==> src/rtl/tdm_demux_4ch_pkg.sv <==
// Shared definitions for the 4-lane TDM link (receive demux and transmit scanner).
// Holds the lane/select geometry, the FSM state encoding, the loss-watchdog
// limit and the one-hot lane decode used for shadow register steering.
package tdm_demux_4ch_pkg;

    localparam int NUM_LANES  = 4;
    localparam int SEL_W      = 2;
    localparam int LOSS_LIMIT = 4;
    localparam int ERR_CNT_W  = 2;

    typedef enum logic {
        ST_HUNT = 1'b0,
        ST_LOCK = 1'b1
    } tdm_state_e;

    // One-hot decode of a slot index into per-lane write enables.
    function automatic logic [NUM_LANES-1:0] lane_decode(input logic [SEL_W-1:0] idx);
        logic [NUM_LANES-1:0] onehot;
        case (idx)
            2'd0:    onehot = 4'b0001;
            2'd1:    onehot = 4'b0010;
            2'd2:    onehot = 4'b0100;
            2'd3:    onehot = 4'b1000;
            default: onehot = 4'b0000;
        endcase
        return onehot;
    endfunction

endpackage

==> src/rtl/tdm_demux_4ch_if.sv <==
// Link-side bus of the TDM demux: serial slot input plus the parallel frame
// outputs. The master modport is the link/consumer side, slave is the demux.
interface tdm_demux_4ch_if #(
    parameter int W = 8
) ();
    import tdm_demux_4ch_pkg::*;

    logic [W-1:0]           din;
    logic                   din_valid;
    logic                   sync;
    logic [SEL_W-1:0]       sel;
    logic [NUM_LANES*W-1:0] lanes;
    logic                   frame_vld;
    logic                   locked;
    logic                   sync_err;

    modport master (
        output din,
        output din_valid,
        output sync,
        input  sel,
        input  lanes,
        input  frame_vld,
        input  locked,
        input  sync_err
    );

    modport slave (
        input  din,
        input  din_valid,
        input  sync,
        output sel,
        output lanes,
        output frame_vld,
        output locked,
        output sync_err
    );

endinterface

==> src/rtl/tdm_demux_4ch_slot_counter.sv <==
// tdm_slot_counter: 2-bit wrapping slot counter of the TDM receiver.
// clr (highest priority) returns to slot 0, load forces slot 1 (a sync was
// taken as slot 0 this cycle), en advances with wrap 3->0. wrap flags the
// cycle in which slot 3 is consumed.
module tdm_slot_counter
    import tdm_demux_4ch_pkg::*;
(
    input  logic             clk,
    input  logic             rst_n,
    input  logic             en,
    input  logic             load,
    input  logic             clr,
    output logic [SEL_W-1:0] slot,
    output logic             wrap
);

    logic [SEL_W-1:0] slot_r;

    // Slot index register: clear, load-to-1 on sync, else advance when enabled.
    always_ff @(posedge clk or negedge rst_n) begin
        if (!rst_n) begin
            slot_r <= 2'd0;
        end else if (clr) begin
            slot_r <= 2'd0;
        end else if (load) begin
            slot_r <= 2'd1;
        end else if (en) begin
            slot_r <= slot_r + 2'd1;
        end else begin
            slot_r <= slot_r;
        end
    end

    assign slot = slot_r;
    assign wrap = en & (slot_r == 2'd3);

endmodule

==> src/rtl/tdm_demux_4ch.sv <==
// tdm_demux_4ch: receive end of the 4-lane time-division link.
// Re-derives the transmit mux select from the frame sync, steers each slot
// into a shadow lane register and publishes a complete 4-lane frame with a
// one-cycle frame_vld pulse. A sync seen away from slot 0 while locked
// realigns immediately and raises a one-cycle sync_err.
// Optional build macro TDM_DEMUX_LOSS_EN: after 4 consecutive sync errors
// (no clean frame in between) the block drops lock and returns to HUNT.
module tdm_demux_4ch
    import tdm_demux_4ch_pkg::*;
#(
    parameter int W = 8
) (
    input  logic             clk,
    input  logic             rst_n,
    tdm_demux_4ch_if.slave   bus
);

    tdm_state_e             state_r;
    logic [W-1:0]           shadow_r [0:NUM_LANES-2];
    logic [NUM_LANES*W-1:0] lanes_r;
    logic                   frame_vld_r;
    logic                   sync_err_r;

    logic [SEL_W-1:0]       slot_s;
    logic                   wrap_s;
    logic                   sync_take_s;
    logic                   in_lock_s;
    logic                   cnt_en_s;
    logic [SEL_W-1:0]       sel_s;
    logic [NUM_LANES-1:0]   lane_we_s;
    logic                   misalign_s;
    logic                   frame_done_s;
    logic                   loss_s;

    tdm_slot_counter u_slot_counter (
        .clk   (clk),
        .rst_n (rst_n),
        .en    (cnt_en_s),
        .load  (sync_take_s),
        .clr   (loss_s),
        .slot  (slot_s),
        .wrap  (wrap_s)
    );

    // Slot steering: sync forces slot 0, otherwise the counter selects the lane.
    always_comb begin
        sync_take_s = bus.din_valid & bus.sync;
        in_lock_s   = (state_r == ST_LOCK);
        cnt_en_s    = bus.din_valid & in_lock_s;
        if (sync_take_s) begin
            sel_s = 2'd0;
        end else begin
            sel_s = slot_s;
        end
        if (sync_take_s | cnt_en_s) begin
            lane_we_s = lane_decode(sel_s);
        end else begin
            lane_we_s = 4'b0000;
        end
        misalign_s   = in_lock_s & sync_take_s & (slot_s != 2'd0);
        frame_done_s = wrap_s & lane_we_s[NUM_LANES-1];
    end

`ifdef TDM_DEMUX_LOSS_EN
    localparam logic [ERR_CNT_W-1:0] ERR_LAST = ERR_CNT_W'(LOSS_LIMIT - 1);

    logic [ERR_CNT_W-1:0] err_cnt_r;

    // Loss of lock fires on the error that reaches the consecutive-error limit.
    always_comb begin
        if (misalign_s && (err_cnt_r == ERR_LAST)) begin
            loss_s = 1'b1;
        end else begin
            loss_s = 1'b0;
        end
    end

    // Consecutive sync-error counter; any clean full frame clears it.
    always_ff @(posedge clk or negedge rst_n) begin
        if (!rst_n) begin
            err_cnt_r <= 2'd0;
        end else if (loss_s || frame_done_s) begin
            err_cnt_r <= 2'd0;
        end else if (misalign_s) begin
            err_cnt_r <= err_cnt_r + 2'd1;
        end else begin
            err_cnt_r <= err_cnt_r;
        end
    end
`else
    assign loss_s = 1'b0;
`endif

    // Lock FSM, shadow lane capture, frame publication and status pulses.
    always_ff @(posedge clk or negedge rst_n) begin
        if (!rst_n) begin
            state_r     <= ST_HUNT;
            lanes_r     <= '0;
            frame_vld_r <= 1'b0;
            sync_err_r  <= 1'b0;
            for (int k = 0; k < NUM_LANES - 1; k++) begin
                shadow_r[k] <= '0;
            end
        end else begin
            frame_vld_r <= frame_done_s;
            sync_err_r  <= misalign_s;

            for (int k = 0; k < NUM_LANES - 1; k++) begin
                if (lane_we_s[k]) begin
                    shadow_r[k] <= bus.din;
                end else begin
                    shadow_r[k] <= shadow_r[k];
                end
            end

            if (frame_done_s) begin
                lanes_r <= {bus.din, shadow_r[2], shadow_r[1], shadow_r[0]};
            end else begin
                lanes_r <= lanes_r;
            end

            case (state_r)
                ST_HUNT: begin
                    if (sync_take_s) begin
                        state_r <= ST_LOCK;
                    end else begin
                        state_r <= ST_HUNT;
                    end
                end
                ST_LOCK: begin
                    if (loss_s) begin
                        state_r <= ST_HUNT;
                    end else begin
                        state_r <= ST_LOCK;
                    end
                end
                default: begin
                    state_r <= ST_HUNT;
                end
            endcase
        end
    end

    assign bus.sel       = sel_s;
    assign bus.lanes     = lanes_r;
    assign bus.frame_vld = frame_vld_r;
    assign bus.locked    = (state_r == ST_LOCK);
    assign bus.sync_err  = sync_err_r;

endmodule
==> src/flat_wrapper.sv <==
// flat-port wrapper written by rule: the top's interface ports become plain ports
module tdm_demux_4ch_flat import tdm_demux_4ch_pkg::*;
#(
    parameter int W = 8
)
  (clk, rst_n, bus_din, bus_din_valid, bus_sync, bus_sel, bus_lanes, bus_frame_vld, bus_locked, bus_sync_err);
  tdm_demux_4ch_if #(.W(W)) bus_i ();
  input  logic clk;
  input  logic rst_n;
  input wire logic [$bits(bus_i.din)-1:0] bus_din;
  input wire logic [$bits(bus_i.din_valid)-1:0] bus_din_valid;
  input wire logic [$bits(bus_i.sync)-1:0] bus_sync;
  output wire logic [$bits(bus_i.sel)-1:0] bus_sel;
  output wire logic [$bits(bus_i.lanes)-1:0] bus_lanes;
  output wire logic [$bits(bus_i.frame_vld)-1:0] bus_frame_vld;
  output wire logic [$bits(bus_i.locked)-1:0] bus_locked;
  output wire logic [$bits(bus_i.sync_err)-1:0] bus_sync_err;
  assign bus_i.din = bus_din;
  assign bus_i.din_valid = bus_din_valid;
  assign bus_i.sync = bus_sync;
  assign bus_sel = bus_i.sel;
  assign bus_lanes = bus_i.lanes;
  assign bus_frame_vld = bus_i.frame_vld;
  assign bus_locked = bus_i.locked;
  assign bus_sync_err = bus_i.sync_err;
  tdm_demux_4ch #(.W(W)) u_core (.clk(clk), .rst_n(rst_n), .bus(bus_i));
endmodule
==> config.mk <==
export PLATFORM = sky130hd
export DESIGN_NAME = tdm_demux_4ch_flat
export DESIGN_NICKNAME = d
export VERILOG_FILES = /design/src/rtl/tdm_demux_4ch_pkg.sv /design/src/rtl/tdm_demux_4ch_if.sv /design/src/rtl/tdm_demux_4ch_slot_counter.sv /design/src/rtl/tdm_demux_4ch.sv /design/src/flat_wrapper.sv
export SDC_FILE = /design/constraint.sdc
export NUM_CORES = 1
export LEC_CHECK = 0
export BUFFER_PORTS_ARGS = -buffer_cell sky130_fd_sc_hd__buf_2
export CAP_MARGIN = 10
export CORE_MARGIN = 5
export CORE_UTILIZATION = 34
export CTS_CLUSTER_DIAMETER = 200
export DETAILED_ROUTE_END_ITERATION = 10
export PLACE_DENSITY_LB_ADDON = 0.2
export SLEW_MARGIN = 20
export SYNTH_ARGS = -nofsm -noshare
export SYNTH_HDL_FRONTEND = slang
export SYNTH_HIERARCHICAL = 1
export SYNTH_SLANG_ARGS = --single-unit
==> constraint.sdc <==
create_clock -name clk -period 2.1 [get_ports clk]
set_input_delay 0.42 -clock clk [delete_from_list [all_inputs] [get_ports clk]]
set_output_delay 0.42 -clock clk [all_outputs]
set_load 0.1 [all_outputs]
==> impl_metrics.env <==
export IMPL_status="complete, no violations"
export IMPL_max_freq_ghz=0.530
export IMPL_die_width_um=93.6
export IMPL_r2r_start="u_core/bus.locked"
export IMPL_final_hold_viol_count=0
export IMPL_grt_max_degree=34
export IMPL_r2r_end="u_core/bus.lanes[14]"
export IMPL_wl_per_cell_um=15.0
export IMPL_syn_inst=143
export IMPL_pre_cts_ws_ns=0.122
export IMPL_diodes=0
export IMPL_io_pins=49
export IMPL_areaGrowthSynthToFinish_pct=24.9
export IMPL_dr_pass1_iters=2
export IMPL_power_density_mw_per_mm2=897
export IMPL_cts_hold_buf=0
export IMPL_finalSetupViolations=0
export IMPL_max_stage_delay_ns=0.48
export IMPL_crit_required_ns=1.68
export IMPL_cts_made_buffers=9
export IMPL_tritoncts="yes"
export IMPL_grt_ovfl_total=0
export IMPL_drive_gt1_frac=0.607
export IMPL_vias=1364
export IMPL_syn_area_per_cell_um2=16.6
export IMPL_period_minus_slack_ns=1.89
export IMPL_grt_usage=0.120
export IMPL_fin_ws_ns=0.214
export IMPL_clk_latency_ns=0.33
export IMPL_fin_skew_ns=0.00781
export IMPL_synth_distinct_cells=22
export IMPL_path_clk_slew_ns=0.07
export IMPL_max_slew_margin_rel=0.665
export IMPL_place_hpwl_mm=3.29
export IMPL_place_area_mm2=0.00278
export IMPL_cp_slowest_cell="dfrtp_1"
export IMPL_cp_max_fo=5
export IMPL_p_leak_nw=1.53
export IMPL_path_buf_inv=2
export IMPL_vias_per_cell=4.44
export IMPL_yosysSeqAreaShare=0.642
export IMPL_wl_mm=4.62
export IMPL_nets=219
export IMPL_cap_violations=0
export IMPL_maxSlewViolCount=0
export IMPL_drtIter0Drc=26
export IMPL_drc=0
export IMPL_rows=30
export IMPL_post_route_period_util=0.898
export IMPL_ys_ff_latch=61
export IMPL_rsz0062_at_grt="no"
export IMPL_finalSetupTns_ns=0
export IMPL_cts_sinks=61
export IMPL_r2r_slack_ns=0.26
export IMPL_postCtsSetupRepairBufs=0
export IMPL_crit_chain="inv_2 -> nor2_2 -> buf_2"
export IMPL_drtAntennaViolNets=0
export IMPL_cts_resized=0
export IMPL_endpoint_kind="primary output"
export IMPL_crit_path_start_kind="register"
export IMPL_gp_congestion=0.789
export IMPL_first_global_vias=1573
export IMPL_grt_pass1_wl_mm=7.91
export IMPL_peakVddDrop_v=0.000373
export IMPL_r2r_cells=7
export IMPL_yosysWarnings=6
export IMPL_antenna_found_initial=0
export IMPL_ctsHtreeMaxLevel=3
export IMPL_start_util=0.350
export IMPL_root_buffer="clkbuf_8"
export IMPL_die_h_um=93.6
export IMPL_core_area_mm2=0.00679
export IMPL_die_area_mm2=0.00877
export IMPL_final_area_mm2=0.00297
export IMPL_worst_pin_slew_ns=0.502
export IMPL_timing_critical_path_max_delay_family="buffers and inverters"
export IMPL_cts_buffer_depth=2
export IMPL_syn_area_mm2=0.00238
export IMPL_path_class="reg2out"
export IMPL_port_buffers=48
export IMPL_arrival_ns=1.47
export IMPL_min_path_type="in2async"
[synth_stat cells (all sizes together)]
cell type	instances	share of area
dfrtp	61	0.64
mux2	56	0.27
inv	4	0.0063
buf	3	0.014
nand2	3	0.0058
and2	2	0.0058
nor2	2	0.0032
nor4	2	0.018
a21oi	1	0.0021
a31oi	1	0.0053
conb	1	0.0016
ha	1	0.0053
mux2i	1	0.0042
nand2b	1	0.0026
nor3	1	0.0021
nor3b	1	0.0032
nor4b	1	0.010
xnor2	1	0.0037
[logic make-up after synthesis]
| family | Yosys count | share of synthesized area |
|---|---|---|
| AO/OA/AOI/OAI | 2 | 0.00736 |
| XOR/XNOR | 1 | 0.00368 |
| adder cells (fa/ha/maj) | 1 | 0.00526 |
| buffers and inverters | 7 | 0.0205 |
| flip-flops | 61 | 0.642 |
| multiplexers | 57 | 0.269 |
| other | 1 | 0.00158 |
| AND/OR/NAND/NOR | 13 | 0.0505 |
[sequential cells by signal, indices dropped and copies added, names as in the netlist]
register / cells
u_core/bus.frame_vld: 1
u_core/bus.sync_err: 1
u_core/u_slot_counter/slot: 2
u_core/bus.locked: 1
u_core/shadow_r: 24
u_core/bus.lanes: 32
[per-layer routing]
| metal | vias up | global-route usage | routed length [um] |
|---|---|---|---|
| met3 | 9 | 0.0459 | 304 |
| met2 | 39 | 0.187 | 2220 |
| li1 | 631 | - | - |
| met1 | 685 | 0.147 | 2000 |
| met5 | - | 0 | 0 |
| met4 | 0 | 0.0578 | 96 |
[area by class of cell]
type / count / area, um^2
Timing Repair Buffer: 54 / 298
Multi-Input combinational cell: 76 / 815
Clock buffer: 12 / 145
Inverter: 4 / 15.0
Clock inverter: 4 / 47.5
Fill cell: 644 / 3820
Tap cell: 96 / 120
Sequential cell: 61 / 1530
[worst max-delay path by stage]
stage	startpoint	end	slack, ns	cells after the start
after floorplan	u_core/bus.locked	u_core/bus.lanes[10]	0.05	7
after global placement	bus_din_valid	u_core/bus.lanes[13]	0.21	8
after detailed placement	bus_din_valid	u_core/bus.lanes[14]	0.12	8
after CTS	u_core/u_slot_counter/slot[0]	bus_sel[0]	0.19	3
after global routing	u_core/u_slot_counter/slot[0]	bus_sel[0]	0.13	3
final	u_core/u_slot_counter/slot[0]	bus_sel[0]	0.21	3
[where the power goes]
group | switching, mW | total, mW | internal (mW)
Clock | 0.429 | 1.01 | 0.577
Combinational | 0.145 | 0.281 | 0.135
Sequential | 0.0702 | 1.38 | 1.31
[metrics by stage]
stage,hold WS (ns),util,instances,power (mW)
after floorplan,0.124,-,144,1.58
after global placement,0.404,0.409,291,1.66
after global routing,0.0774,0.437,307,2.79
after detailed placement,0.416,0.409,291,1.69
after CTS,0.0544,0.437,307,2.70
final,0.0514,0.437,307,2.66
[layout by cell type, fill, tap and decap left out, drive strengths merged, types with 2 or more instances in the layout]
cell type / count
and2: 2
buf: 54
clkbuf: 12
clkinv: 2
conb: 2
dfrtp: 61
inv: 4
mux2: 56
nand2: 3
nor2: 2
nor4: 2
(Power assumes the default switching activity.)
